--- config.mk ---
export PLATFORM = sky130hd
export DESIGN_NAME = fifo_burst_reader_flat
export DESIGN_NICKNAME = d
export VERILOG_FILES = /design/src/rtl/fifo_burst_reader_if.sv /design/src/rtl/fifo_burst_reader.sv /design/src/flat_wrapper.sv
export SDC_FILE = /design/constraint.sdc
export NUM_CORES = 1
export LEC_CHECK = 0
export ABC_AREA = 1
export CAP_MARGIN = 25
export CORE_ASPECT_RATIO = 0.75
export CORE_MARGIN = 3
export CORE_UTILIZATION = 42
export DETAILED_ROUTE_END_ITERATION = 8
export PLACE_DENSITY = 0.77
export SYNTH_ARGS = -nofsm -noshare
export SYNTH_HDL_FRONTEND = slang
export SYNTH_SLANG_ARGS = --single-unit
--- constraint.sdc ---
create_clock -name clk -period 2.2 [get_ports clk]
set_input_delay 0.22 -clock clk [delete_from_list [all_inputs] [get_ports clk]]
set_output_delay 0.22 -clock clk [all_outputs]
set_load 0.1 [all_outputs]
--- src/rtl/fifo_burst_reader_if.sv ---
// Handshake bundle between fifo_burst_reader, the FIFO read port and the downstream stream sink.
// master is the reader's view; slave is the view of whatever drives requests, the FIFO and the sink.
interface fifo_burst_reader_if #(
    parameter int DATA_WIDTH = 32,
    parameter int LEN_WIDTH  = 8
);
    logic                  start;
    logic [LEN_WIDTH-1:0]  burst_len;
    logic                  fifo_rd;
    logic [DATA_WIDTH-1:0] fifo_rd_data;
    logic                  fifo_empty;
    logic                  m_valid;
    logic [DATA_WIDTH-1:0] m_data;
    logic                  m_last;
    logic                  m_ready;
    logic                  busy;
    logic [LEN_WIDTH-1:0]  words_left;
    logic                  done;
    logic                  timeout;

    modport master (
        input  start, burst_len, fifo_rd_data, fifo_empty, m_ready,
        output fifo_rd, m_valid, m_data, m_last, busy, words_left, done, timeout
    );

    modport slave (
        output start, burst_len, fifo_rd_data, fifo_empty, m_ready,
        input  fifo_rd, m_valid, m_data, m_last, busy, words_left, done, timeout
    );
endinterface

--- src/rtl/fifo_burst_reader.sv ---
// Pops a burst of words from a first-word-fall-through FIFO onto a registered valid/ready stream.
// Define BURST_TIMEOUT_EN to abort a burst after TIMEOUT_CYCLES consecutive empty-FIFO cycles.
module fifo_burst_reader #(
    parameter int DATA_WIDTH     = 32,
    parameter int LEN_WIDTH      = 8,
    parameter int TIMEOUT_CYCLES = 16
) (
    input  logic                clk,
    input  logic                arst_n,
    fifo_burst_reader_if.master bus
);

    if (TIMEOUT_CYCLES < 1 || LEN_WIDTH < 1 || DATA_WIDTH < 1) begin : g_bad_params
        $error("fifo_burst_reader: parameters must be positive");
    end

    typedef enum logic [1:0] {
        IDLE,
        READ,
        DRAIN
    } state_t;

    state_t                state;
    state_t                state_next;
    logic [DATA_WIDTH-1:0] data_q;
    logic                  valid_q;
    logic                  last_q;
    logic                  done_q;
    logic                  done_next;
    logic [LEN_WIDTH-1:0]  left_q;
    logic                  pop;
    logic                  handshake;
    logic                  accept;

`ifdef BURST_TIMEOUT_EN
    localparam int CNT_W = $clog2(TIMEOUT_CYCLES + 1);

    logic [CNT_W-1:0] empty_cnt;
    logic             timed_out_q;
    logic             timeout_q;
    logic             timeout_next;
    logic             force_last;
    logic             expire;

    assign expire = (state == READ) && bus.fifo_empty && (left_q != '0) &&
                    (empty_cnt == CNT_W'(TIMEOUT_CYCLES - 1));
`endif

    assign accept    = bus.start && (bus.burst_len != '0);
    assign handshake = valid_q && bus.m_ready;

    always_ff @(posedge clk or negedge arst_n) begin
        if (!arst_n) begin
            state <= IDLE;
        end else begin
            state <= state_next;
        end
    end

    // A pop is only allowed when the output register is empty or being emptied this cycle.
    always_comb begin
        state_next = state;
        pop        = 1'b0;
        done_next  = 1'b0;
`ifdef BURST_TIMEOUT_EN
        timeout_next = 1'b0;
        force_last   = 1'b0;
`endif
        case (state)
            IDLE: begin
                if (accept) begin
                    state_next = READ;
                end
            end
            READ: begin
                pop = (left_q != '0) && !bus.fifo_empty && (!valid_q || bus.m_ready);
                if (pop && (left_q == LEN_WIDTH'(1))) begin
                    state_next = DRAIN;
                end
`ifdef BURST_TIMEOUT_EN
                else if (expire) begin
                    if (valid_q && !bus.m_ready) begin
                        force_last = 1'b1;
                        state_next = DRAIN;
                    end else begin
                        state_next   = IDLE;
                        done_next    = 1'b1;
                        timeout_next = 1'b1;
                    end
                end
`endif
            end
            DRAIN: begin
                if (handshake && last_q) begin
                    state_next = IDLE;
                    done_next  = 1'b1;
`ifdef BURST_TIMEOUT_EN
                    timeout_next = timed_out_q;
`endif
                end
            end
            default: begin
                state_next = IDLE;
            end
        endcase
    end

    always_ff @(posedge clk or negedge arst_n) begin
        if (!arst_n) begin
            data_q  <= '0;
            valid_q <= 1'b0;
            last_q  <= 1'b0;
            left_q  <= '0;
            done_q  <= 1'b0;
        end else begin
            done_q <= done_next;
            if ((state == IDLE) && accept) begin
                left_q <= bus.burst_len;
            end
            if (pop) begin
                data_q  <= bus.fifo_rd_data;
                valid_q <= 1'b1;
                last_q  <= (left_q == LEN_WIDTH'(1));
                left_q  <= left_q - LEN_WIDTH'(1);
            end else if (handshake) begin
                valid_q <= 1'b0;
            end
`ifdef BURST_TIMEOUT_EN
            if (force_last) begin
                last_q <= 1'b1;
            end
`endif
        end
    end

`ifdef BURST_TIMEOUT_EN
    // Any cycle that is not a starved READ cycle breaks the run of empty cycles.
    always_ff @(posedge clk or negedge arst_n) begin
        if (!arst_n) begin
            empty_cnt   <= '0;
            timed_out_q <= 1'b0;
            timeout_q   <= 1'b0;
        end else begin
            timeout_q <= timeout_next;
            if ((state == READ) && !pop && bus.fifo_empty && (left_q != '0)) begin
                empty_cnt <= empty_cnt + CNT_W'(1);
            end else begin
                empty_cnt <= '0;
            end
            if (state == IDLE) begin
                timed_out_q <= 1'b0;
            end else if (force_last) begin
                timed_out_q <= 1'b1;
            end
        end
    end

    assign bus.timeout = timeout_q;
`else
    assign bus.timeout = 1'b0;
`endif

    assign bus.fifo_rd    = pop;
    assign bus.m_valid    = valid_q;
    assign bus.m_data     = data_q;
    assign bus.m_last     = last_q;
    assign bus.busy       = (state != IDLE);
    assign bus.words_left = left_q;
    assign bus.done       = done_q;

endmodule
--- src/flat_wrapper.sv ---
// flat-port wrapper written by rule: the top's interface ports become plain ports
module fifo_burst_reader_flat 
#(
    parameter int DATA_WIDTH     = 32,
    parameter int LEN_WIDTH      = 8,
    parameter int TIMEOUT_CYCLES = 16
)
  (clk, arst_n, bus_start, bus_burst_len, bus_fifo_rd_data, bus_fifo_empty, bus_m_ready, bus_fifo_rd, bus_m_valid, bus_m_data, bus_m_last, bus_busy, bus_words_left, bus_done, bus_timeout);
  fifo_burst_reader_if #(.DATA_WIDTH(DATA_WIDTH), .LEN_WIDTH(LEN_WIDTH)) bus_i ();
  input  logic clk;
  input  logic arst_n;
  input wire logic [$bits(bus_i.start)-1:0] bus_start;
  input wire logic [$bits(bus_i.burst_len)-1:0] bus_burst_len;
  input wire logic [$bits(bus_i.fifo_rd_data)-1:0] bus_fifo_rd_data;
  input wire logic [$bits(bus_i.fifo_empty)-1:0] bus_fifo_empty;
  input wire logic [$bits(bus_i.m_ready)-1:0] bus_m_ready;
  output wire logic [$bits(bus_i.fifo_rd)-1:0] bus_fifo_rd;
  output wire logic [$bits(bus_i.m_valid)-1:0] bus_m_valid;
  output wire logic [$bits(bus_i.m_data)-1:0] bus_m_data;
  output wire logic [$bits(bus_i.m_last)-1:0] bus_m_last;
  output wire logic [$bits(bus_i.busy)-1:0] bus_busy;
  output wire logic [$bits(bus_i.words_left)-1:0] bus_words_left;
  output wire logic [$bits(bus_i.done)-1:0] bus_done;
  output wire logic [$bits(bus_i.timeout)-1:0] bus_timeout;
  assign bus_i.start = bus_start;
  assign bus_i.burst_len = bus_burst_len;
  assign bus_i.fifo_rd_data = bus_fifo_rd_data;
  assign bus_i.fifo_empty = bus_fifo_empty;
  assign bus_i.m_ready = bus_m_ready;
  assign bus_fifo_rd = bus_i.fifo_rd;
  assign bus_m_valid = bus_i.m_valid;
  assign bus_m_data = bus_i.m_data;
  assign bus_m_last = bus_i.m_last;
  assign bus_busy = bus_i.busy;
  assign bus_words_left = bus_i.words_left;
  assign bus_done = bus_i.done;
  assign bus_timeout = bus_i.timeout;
  fifo_burst_reader #(.DATA_WIDTH(DATA_WIDTH), .LEN_WIDTH(LEN_WIDTH), .TIMEOUT_CYCLES(TIMEOUT_CYCLES)) u_core (.clk(clk), .arst_n(arst_n), .bus(bus_i));
endmodule
==> metrics list <==
* Run status: finished, final reports clean
- Measured along the x axis, the die boundary spans 87.9 um.
* Wire length after detailed routing: 5300 um
- The repair_antennas step left the layout with diodes totalling 0.
- Iter 0 DRT Violations: 69
- sky130_fd_sc_hd__dfrtp_1 takes more of the synthesized area than any other cell.
- Clock insertion delay at the later pin of the skew report: 0.30 ns
- Mapped Area: 0.00211 sq mm
* Worst min-delay path class: input port to async pin
- Setup tns final: 0 ns
- Critical Path RT: 1.98 ns
* Core Box Area: 0.00465 sq mm
* Final Max Tran Viols: 0
- FF+latch count, synth: 45
- After detailed routing, the met3 layer carries 408 um of wire.
- Area delta synth->final: 44.3%
- In this run the tool buffered the top-level ports with 89 buffer cells.
- The die covers 0.00592 sq mm.
* Synth area leaders: sky130_fd_sc_hd__dfrtp_1 (53%), sky130_fd_sc_hd__nand2_1 (27%), sky130_fd_sc_hd__nor2_1 (4.3%)
* Post-synth top area share: 53.3%
- After clock tree synthesis, the clock-pin slew on the worst setup and hold paths is 0.09 ns.
- Number of enable flip-flop cells after synthesis: 0
- Total iterations of the first detailed-routing run: 4
- Timing would allow up to 493 MHz.
- The worst pin sits at a relative slew slack of 61.7%.
- After routing the design area is 0.00305 sq mm.
* Top_reg_cell synth: sky130_fd_sc_hd__dfrtp_1
- Entering global routing, the biggest net connects 28 pins.
- Maximum fanout encountered on the critical timing path: 16
- Minimum period implied by the final worst setup slack: 2.03 ns
* Total number of yosys warnings: 0
- Number of nets in the layout: 416
* Most instantiated library cell after synthesis: sky130_fd_sc_hd__nand2_1
- Data on the critical path arrives at its endpoint at 1.81 ns.
- Setup repair after global routing left no endpoint under its margin.
- In this run the number of H-tree levels came out at 2.
* Wire length on met2: 2270 um
* Number of vias after detailed routing: 1,940
- The via count of the first global-routing pass is 1,793.
- The count of final hold-check violations was 0.
- TritonCTS built the clock tree.
* Met1 WL: 2600 um
- Top-Level Pins: 91
- Worst-case clock skew: 0.00963 ns
* DR DRC count: 0
* TritonCTS Buffers: 5
- Routability congestion estimate: 0.880
- Post-synthesis cell count: 276
* Post-Synthesis Net Count: 323
* Nature of the critical path startpoint: register
- Number of inserted filler cells in the final layout: 422
- The detailed router used layers up to and including met4.
- After detailed routing, the average wire length per cell comes to 12.4 um.
- The worst setup path is captured at an output pin.
- In the synthesized netlist the async set-or-reset flop fraction comes to 100%.
- Max-cap violations in this run came to 0.
- Total of endpoints with negative setup slack in the final report: 0
- Fraction of layout instances using a drive strength above 1: 18.4%
- Once the floorplan was initialized, standard cells occupied 45.4% of the core.
* Mean instance size in the synthesized netlist: 7.65 sq um
- Half-perimeter wire length after detailed placement: 4080 um
- After global routing the overflow that remains totals 0.
* Clock sink count: 45
* Utilization after layout: 65.5%
- The tree is rooted in a sky130_fd_sc_hd__clkbuf_8.
* Buffers from clock root to sink, at most: 2
* Via count normalized by instance count: 4.54
- The initial antenna violation count was 0.
- Row Count: 21
- In this run the vertical extent of the chip is 67.4 um.
- Global routing used 18.7% of the available tracks.
- The netlist uses 21 different library cells.
- The first global-routing pass estimated 8550 um of wire.
- The worst setup path is of the register to output pin kind.
* Final ANT Viol Nets: 0
- The worst path uses 92.3% of the clock period.
- Sequential cells were found to cover 53.3% of the synthesized design area.
- Standard cell area after detailed placement: 0.00294 sq mm
- At the pin with the least slew margin, the transition time is 0.575 ns.
* Top cells by count, synth: sky130_fd_sc_hd__nand2_1 (150), sky130_fd_sc_hd__dfrtp_1 (45), sky130_fd_sc_hd__nor2_1 (24), sky130_fd_sc_hd__inv_1 (17), sky130_fd_sc_hd__nand3_1 (11)
[path summary, 6_finish.rpt]
check | startpoint | end | slack (ns) | cells past startpoint
worst max-delay path | u_core.bus.words_left[0] | bus_fifo_rd | 0.17 | 8
worst min-delay path | arst_n | u_core.bus.m_data[4] | 0.44 | 2
worst max register to register | u_core.bus.words_left[0] | u_core.bus.words_left[2] | 0.31 | 10
worst min register to register | u_core.state[0] | u_core.bus.done | 0.46 | 1
max in group asynchronous | arst_n | u_core.bus.m_data[3] | 1.08 | 3
min in group clk | bus_fifo_rd_data[12] | u_core.bus.m_data[12] | 0.44 | 3
[cells by family after synthesis]
kind of cell	after synthesis	synth area share, %
fa+ha+maj	2	1.18
other cells	1	0.178
simple gates	193	36.3
compound gates	3	0.711
flops	45	53.3
buf+inv	28	6.63
xor+xnor	4	1.66
[sequential cells by signal (all words and copies together), names as in the netlist]
signal                 cells
u_core.bus.done            1
u_core.bus.m_data         32
u_core.bus.m_last          1
u_core.bus.m_valid         1
u_core.bus.words_left      8
u_core.state               2
[worst max-delay path, cell delays in order, from the launching register on]
cell and delay, ns:
sky130_fd_sc_hd__dfrtp_2 0.41, sky130_fd_sc_hd__inv_1 0.08, sky130_fd_sc_hd__ha_1 0.26, sky130_fd_sc_hd__nand2_1 0.09
sky130_fd_sc_hd__nor2_1 0.05, sky130_fd_sc_hd__nand2_2 0.10, sky130_fd_sc_hd__nand3_4 0.14, sky130_fd_sc_hd__inv_6 0.19
sky130_fd_sc_hd__buf_12 0.19
[stage by stage]
step | hold WS (ns) | cells | worst slack, ns
floorplan | -0.0756 | 276 | 0.150
global placement | 0.260 | 418 | 0.312
detailed placement | 0.263 | 418 | 0.247
CTS | 0.441 | 427 | 0.0241
global route | 0.437 | 427 | 0.0335
finish | 0.439 | 427 | 0.170
[cells in the final DEF, fill, tap and decap left out, types with 2 or more instances in the layout]
cell                              netlist  final
sky130_fd_sc_hd__nor2_2                 2      2
sky130_fd_sc_hd__clkbuf_8               0      5
sky130_fd_sc_hd__nor3_1                 2      2
sky130_fd_sc_hd__nand2_1              150    150
sky130_fd_sc_hd__nand4_1                2      2
sky130_fd_sc_hd__dfrtp_2                0      3
sky130_fd_sc_hd__nand3_1               11     11
sky130_fd_sc_hd__ha_1                   2      2
sky130_fd_sc_hd__clkdlybuf4s50_1        0     43
sky130_fd_sc_hd__o21ai_0                3      3
sky130_fd_sc_hd__nor2_1                24     24
sky130_fd_sc_hd__inv_1                 17     17
sky130_fd_sc_hd__xor2_1                 3      3
sky130_fd_sc_hd__inv_6                  0      2
sky130_fd_sc_hd__buf_4                  1     49
sky130_fd_sc_hd__dfrtp_1               45     42
[repair_timing]
item | 4_1_cts | 5_1_grt
gates resized for setup | 0 | 3
hold buffers | 1 | 0
hold endpoints to repair | 25 | 0
endpoints found under the setup margin | 0 | 1
setup buffers | 0 | 0
[metal layers]
layer | GRT usage [%] | vias up
li1 | - | 1019
met1 | 26.7 | 856
met2 | 27.2 | 63
met3 | 5.73 | 2
met4 | 5.56 | 0
met5 | 0 | -
[layout make-up]
type                    instances  area (sq um)  area share (%)
inverters                      19          76.3            2.51
repair buffers                 95           833            27.4
clock buffers                   5          68.8            2.26
well taps                      57          71.3            2.34
multi-input cells             203           846            27.8
clock inverters                 3          21.3           0.698
flip-flops and latches         45          1130            37.1
Power is not shown: default switching activity piles up to over one toggle a cycle in this logic, so the estimate is an artifact.
